$ cat src/rtl/monobit_pkg.sv
// Shared constants and helpers for the monobit (NIST SP800-22 frequency) test engine.
package monobit_pkg;

    localparam int N_BITS    = 128;
    localparam int THRESHOLD = 29;

    // Sum spans -N_BITS..+N_BITS; the count must reach N_BITS itself.
    localparam int SUM_W = $clog2(N_BITS) + 2;
    localparam int CNT_W = $clog2(N_BITS + 1);

    localparam int DATA_BIT  = 0;
    localparam int VALID_BIT = 1;
    localparam int CLEAR_BIT = 2;

    function automatic int abs_mag(input logic signed [SUM_W-1:0] s);
        int v;
        v = int'(s);
        return (v < 0) ? -v : v;
    endfunction

    function automatic logic [7:0] sat8(input int m);
        logic [31:0] mv;
        mv = 32'(m);
        if (m > 255) begin
            return 8'd255;
        end else begin
            return mv[7:0];
        end
    endfunction

endpackage

$ cat src/rtl/monobit_core.sv
// Accumulates +1/-1 per accepted bit over a block of N_BITS and decides randomness at block end.
module monobit_core
    import monobit_pkg::*;
(
    input  logic       clk,
    input  logic       rst_n,
    input  logic       en,
    input  logic       bit_in,
    input  logic       bit_valid,
    input  logic       clear,
    output logic       done,
    output logic       result_valid,
    output logic       is_random,
    output logic       busy,
    output logic [7:0] abs_sum
);

    logic signed [SUM_W-1:0] sum_q, sum_d, sum_step_s;
    logic [CNT_W-1:0]        cnt_q, cnt_d, cnt_step_s;
    logic [7:0]              abs_q, abs_d;
    logic                    rnd_q, rnd_d;
    logic                    rv_q, rv_d;
    logic                    done_q, done_d;
    logic                    busy_q;
    int                      mag_s;

    // Next-state: clear beats a simultaneous bit; the block-ending bit restarts counting at once.
    always_comb begin
        sum_d      = sum_q;
        cnt_d      = cnt_q;
        abs_d      = abs_q;
        rnd_d      = rnd_q;
        rv_d       = rv_q;
        done_d     = 1'b0;
        sum_step_s = bit_in ? (sum_q + SUM_W'(1)) : (sum_q - SUM_W'(1));
        cnt_step_s = cnt_q + CNT_W'(1);
        mag_s      = abs_mag(sum_step_s);
        if (en) begin
            if (clear) begin
                sum_d = SUM_W'(0);
                cnt_d = CNT_W'(0);
                abs_d = 8'd0;
                rnd_d = 1'b0;
                rv_d  = 1'b0;
            end else if (bit_valid) begin
                if (cnt_step_s == CNT_W'(N_BITS)) begin
                    sum_d  = SUM_W'(0);
                    cnt_d  = CNT_W'(0);
                    abs_d  = sat8(mag_s);
                    rnd_d  = (mag_s <= THRESHOLD);
                    rv_d   = 1'b1;
                    done_d = 1'b1;
                end else begin
                    sum_d = sum_step_s;
                    cnt_d = cnt_step_s;
                end
            end else begin
                sum_d = sum_q;
            end
        end else begin
            cnt_d = cnt_q;
        end
    end

    // State and registered outputs.
    always_ff @(posedge clk or negedge rst_n) begin
        if (!rst_n) begin
            sum_q  <= SUM_W'(0);
            cnt_q  <= CNT_W'(0);
            abs_q  <= 8'd0;
            rnd_q  <= 1'b0;
            rv_q   <= 1'b0;
            done_q <= 1'b0;
            busy_q <= 1'b0;
        end else begin
            sum_q  <= sum_d;
            cnt_q  <= cnt_d;
            abs_q  <= abs_d;
            rnd_q  <= rnd_d;
            rv_q   <= rv_d;
            done_q <= done_d;
            busy_q <= (cnt_d != CNT_W'(0));
        end
    end

    assign done         = done_q;
    assign result_valid = rv_q;
    assign is_random    = rnd_q;
    assign busy         = busy_q;
    assign abs_sum      = abs_q;

endmodule

$ cat src/rtl/tt_um_monobit.sv
// Tiny Tapeout wrapper for the monobit engine: pin mapping and tie-offs only.
module tt_um_monobit
    import monobit_pkg::*;
(
    input  logic       clk,
    input  logic       rst_n,
    input  logic       ena,
    input  logic [7:0] ui_in,
    output logic [7:0] uo_out,
    input  logic [7:0] uio_in,
    output logic [7:0] uio_out,
    output logic [7:0] uio_oe
);

    logic done_s, rv_s, rnd_s, busy_s;
    logic [7:0] abs_s;
    logic unused_s;

    monobit_core u_core (
        .clk          (clk),
        .rst_n        (rst_n),
        .en           (ena),
        .bit_in       (ui_in[DATA_BIT]),
        .bit_valid    (ui_in[VALID_BIT]),
        .clear        (ui_in[CLEAR_BIT]),
        .done         (done_s),
        .result_valid (rv_s),
        .is_random    (rnd_s),
        .busy         (busy_s),
        .abs_sum      (abs_s)
    );

    assign uo_out   = {4'b0000, busy_s, rnd_s, rv_s, done_s};
    assign uio_out  = abs_s;
    assign uio_oe   = 8'hFF;
    assign unused_s = &{1'b0, uio_in, ui_in[7:3]};

endmodule

$ cat config.mk
export PLATFORM = sky130hd
export DESIGN_NAME = tt_um_monobit
export DESIGN_NICKNAME = d
export VERILOG_FILES = /design/src/rtl/monobit_pkg.sv /design/src/rtl/monobit_core.sv /design/src/rtl/tt_um_monobit.sv
export SDC_FILE = /design/constraint.sdc
export NUM_CORES = 1
export LEC_CHECK = 0
export ABC_CLOCK_PERIOD_IN_PS = 3680
export BUFFER_PORTS_ARGS = -buffer_cell sky130_fd_sc_hd__buf_2
export CORE_ASPECT_RATIO = 1.75
export CORE_MARGIN = 2
export CORE_UTILIZATION = 50
export CTS_CLUSTER_SIZE = 40
export DETAILED_ROUTE_END_ITERATION = 10
export PLACE_DENSITY = 0.73
export SETUP_SLACK_MARGIN = 0.4
export SKIP_CTS_REPAIR_TIMING = 1
export SLEW_MARGIN = 15
export SYNTH_ARGS = -nofsm -noshare
export SYNTH_HDL_FRONTEND = slang
export SYNTH_SLANG_ARGS = --single-unit
export TNS_END_PERCENT = 30
$ cat constraint.sdc
create_clock -name clk -period 3.68 [get_ports clk]
set_clock_uncertainty 0.2 [all_clocks]
set_input_delay 0.736 -clock clk [delete_from_list [all_inputs] [get_ports clk]]
set_output_delay 0.736 -clock clk [all_outputs]
set_load 0.01 [all_outputs]
==> results.sh <==
export IMPL_synth_yosys_seq_area_share_pct=31.8
export IMPL_synth_cell_types=60
export IMPL_clk_latency_ns=0.29
export IMPL_crit_family="simple AND/OR/NAND/NOR gates"
export IMPL_routedWlPerCell_um=16.6
export IMPL_utilization_pct=59.9
export IMPL_io_pins=43
export IMPL_final_common_cell="nand2_1"
export IMPL_die_w_um=55.1
export IMPL_syn_avg_cell_area_um2=8.33
export IMPL_crit_arrival_ns=3.30
export IMPL_gp_congestion=0.863
export IMPL_stdcell_area_um2=2640
export IMPL_post_dp_hpwl_mm=4.11
export IMPL_synth_edf_count=0
export IMPL_cts_buffer_depth=2
export IMPL_min_period_ns=3.27
export IMPL_hold_violations=0
export IMPL_pre_cts_ws_ns=0.0186
export IMPL_grt_max_degree=30
export IMPL_p_per_area_nw_per_um2=495
export IMPL_crit_top_cell="buf_4"
export IMPL_drt_initial_drc_count=85
export IMPL_netlist_instances=274
export IMPL_wl_mm=5.88
export IMPL_cts_buffers=5
export IMPL_drv_cap=0
export IMPL_ys_flop_type="dfrtp_1"
export IMPL_setup_violations=0
export IMPL_crit_type="in -> reg"
export IMPL_via_per_inst=6.08
export IMPL_status="complete, no violations"
export IMPL_fin_nets=330
export IMPL_drive_gt1_share_pct=20.2
export IMPL_reg2reg_slack_ns=0.72
export IMPL_worstMarginPinSlew_ns=1.17
export IMPL_crit_path_start_kind="input pin"
export IMPL_path_cells="buf_2, clkinvlp_4, buf_4, ha_4, nand2_1, nor4_1, nand4b_1, buf_4, nor3_1, and3_1, a2111oi_0, a21o_1"
export IMPL_grt_pass1_vias=2023
export IMPL_slew_violations=0
export IMPL_grt_overflow=0
export IMPL_syn_area_um2=2280
export IMPL_start_util_pct=51.8
export IMPL_yosys_warnings=0
export IMPL_vdd_ir_drop_max_mv=0.373
export IMPL_leakage_uw=0.00117
export IMPL_required_ns=3.71
export IMPL_core_area_um2=4400
export IMPL_area_growth_pct=15.6
export IMPL_post_route_drc_count=0
export IMPL_place_area_um2=2380
export IMPL_antenna_cells=0
export IMPL_cts_tree="done"
export IMPL_gr_usage_all_layers_pct=24.4
export IMPL_fin_crit_sh_pct=88.8
export IMPL_cp_slowest_stage_delay_ns=0.41
export IMPL_clock_sinks=29
export IMPL_cp_max_fo=10
export IMPL_hold_path_class="in -> async"
export IMPL_row_count=32
export IMPL_path_buf_inv=4
export IMPL_finalWorstSetupSlack_ns=0.412
export IMPL_endpoint_kind="flip-flop"
export IMPL_fmax_mhz=306
export IMPL_die_area_um2=5140
export IMPL_die_height_um=93.4
export IMPL_port_buffers=17
export IMPL_async_flop_share_pct=100
export IMPL_root_buffer="clkbuf_8"
export IMPL_setup_tns_ns=0
export IMPL_antenna_found_initial=0
export IMPL_clk_pin_slew_ns=0.07
export IMPL_h_tree_depth=2
export IMPL_relSlewSlack_pct=21.7
export IMPL_ant_nets=0
export IMPL_grt_pass1_wl_mm=9.20
export IMPL_slowest_stage="nor4_1"
export IMPL_final_cell_mix="nand2_1, dfrtp_1, o21ai_0, buf_2, buf_4"
export IMPL_first_pass_iters=4
export IMPL_rsz0062_at_grt="true"
export IMPL_synth_seq_cells=29
export IMPL_vias=2146
## final timing paths
| kind | cells past startpoint | start | to |
|---|---|---|---|
| setup / recovery | 12 | ui_in[0] | u_core.abs_sum[6] |
| hold / removal | 1 | rst_n | u_core.sum_q[4] |
| setup reg to reg | 11 | u_core.sum_q[0] | u_core.abs_sum[7] |
| hold reg to reg | 2 | u_core.abs_sum[5] | u_core.abs_sum[5] |
| max in group asynchronous | 1 | rst_n | u_core.sum_q[1] |
| min in group clk | 2 | u_core.abs_sum[5] | u_core.abs_sum[5] |
## kinds of logic (layout without fill, tap and decap cells)
kind of cell    count (synthesis)  after routing  share of synthesized area, %
simple gates                   99             99                          23.3
compound gates                 91             91                          26.4
buf+inv                        34             52                          8.66
flops                          29             29                          31.8
fa+ha+maj                      10             10                          5.81
xor+xnor                        6              6                          2.30
mux                             3              3                          1.37
other cells                     2             12                         0.329
## metrics by stage
step | instances | power (uW) | hold slack, ns
after floorplan | 284 | 740 | 0.240
after global placement | 337 | 858 | 0.258
after detailed placement | 337 | 871 | 0.274
after CTS | 345 | 1230 | 0.300
after global routing | 353 | 1380 | 0.318
final | 353 | 1300 | 0.276
## cell type report
cell class / instances / area, um^2
timing repair buffer: 34 / 213
sequential: 29 / 726
clock buffer: 7 / 86.3
inverter: 10 / 41.3
multi-input combinational: 221 / 1480
tap: 51 / 63.8
clock inverter: 1 / 30.0
fill: 397 / 1770
## metal layers
metal	up-vias	routed length, um	track usage [%]
met3	23	146	3.51
met1	1026	2260	27.7
met4	0	301	13.0
met2	57	3170	41.8
met5	-	0	0
li1	1040	-	-
## cell usage after synthesis (2+ instances only)
cell type | n | area, um^2
nand3_1 | 9 | 45.0
buf_2 | 5 | 25.0
nor4_1 | 3 | 18.8
inv_1 | 10 | 37.5
nor2b_1 | 3 | 18.8
a21oi_1 | 14 | 70.1
conb_1 | 2 | 7.51
mux2i_1 | 2 | 20.0
a311oi_1 | 2 | 17.5
a31oi_1 | 4 | 25.0
or3_1 | 6 | 37.5
and3_1 | 7 | 43.8
or2_1 | 4 | 25.0
o21ai_0 | 23 | 115
buf_4 | 16 | 120
o21a_1 | 2 | 15.0
o211a_1 | 2 | 20.0
nor2_1 | 11 | 41.3
a211oi_1 | 2 | 15.0
dfrtp_1 | 29 | 726
xnor2_1 | 4 | 35.0
nand2_1 | 31 | 116
nand2b_1 | 4 | 25.0
o22ai_1 | 2 | 12.5
a21o_1 | 4 | 30.0
xor2_1 | 2 | 17.5
clkbuf_1 | 2 | 7.51
a211o_1 | 2 | 17.5
a22o_1 | 3 | 26.3
nor3_1 | 8 | 40.0
o21ai_1 | 12 | 60.1
o211ai_1 | 7 | 52.6
ha_1 | 9 | 113
a211oi_2 | 2 | 25.0
## power by group
part | internal [uW] | leakage [uW] | switching, uW
Sequential | 340 | 0.000396 | 17.7
Combinational | 249 | 0.000719 | 341
Clock | 221 | 0.0000585 | 136
Total | 810 | 0.00117 | 495
## state kept, by name, summed over array words and instances, names as in the netlist
name / count
u_core.sum_q: 9
u_core.abs_sum: 8
u_core.cnt_q: 8
u_core.busy: 1
u_core.done: 1
u_core.is_random: 1
u_core.result_valid: 1
Note: power is estimated with default switching activity, not from simulation.
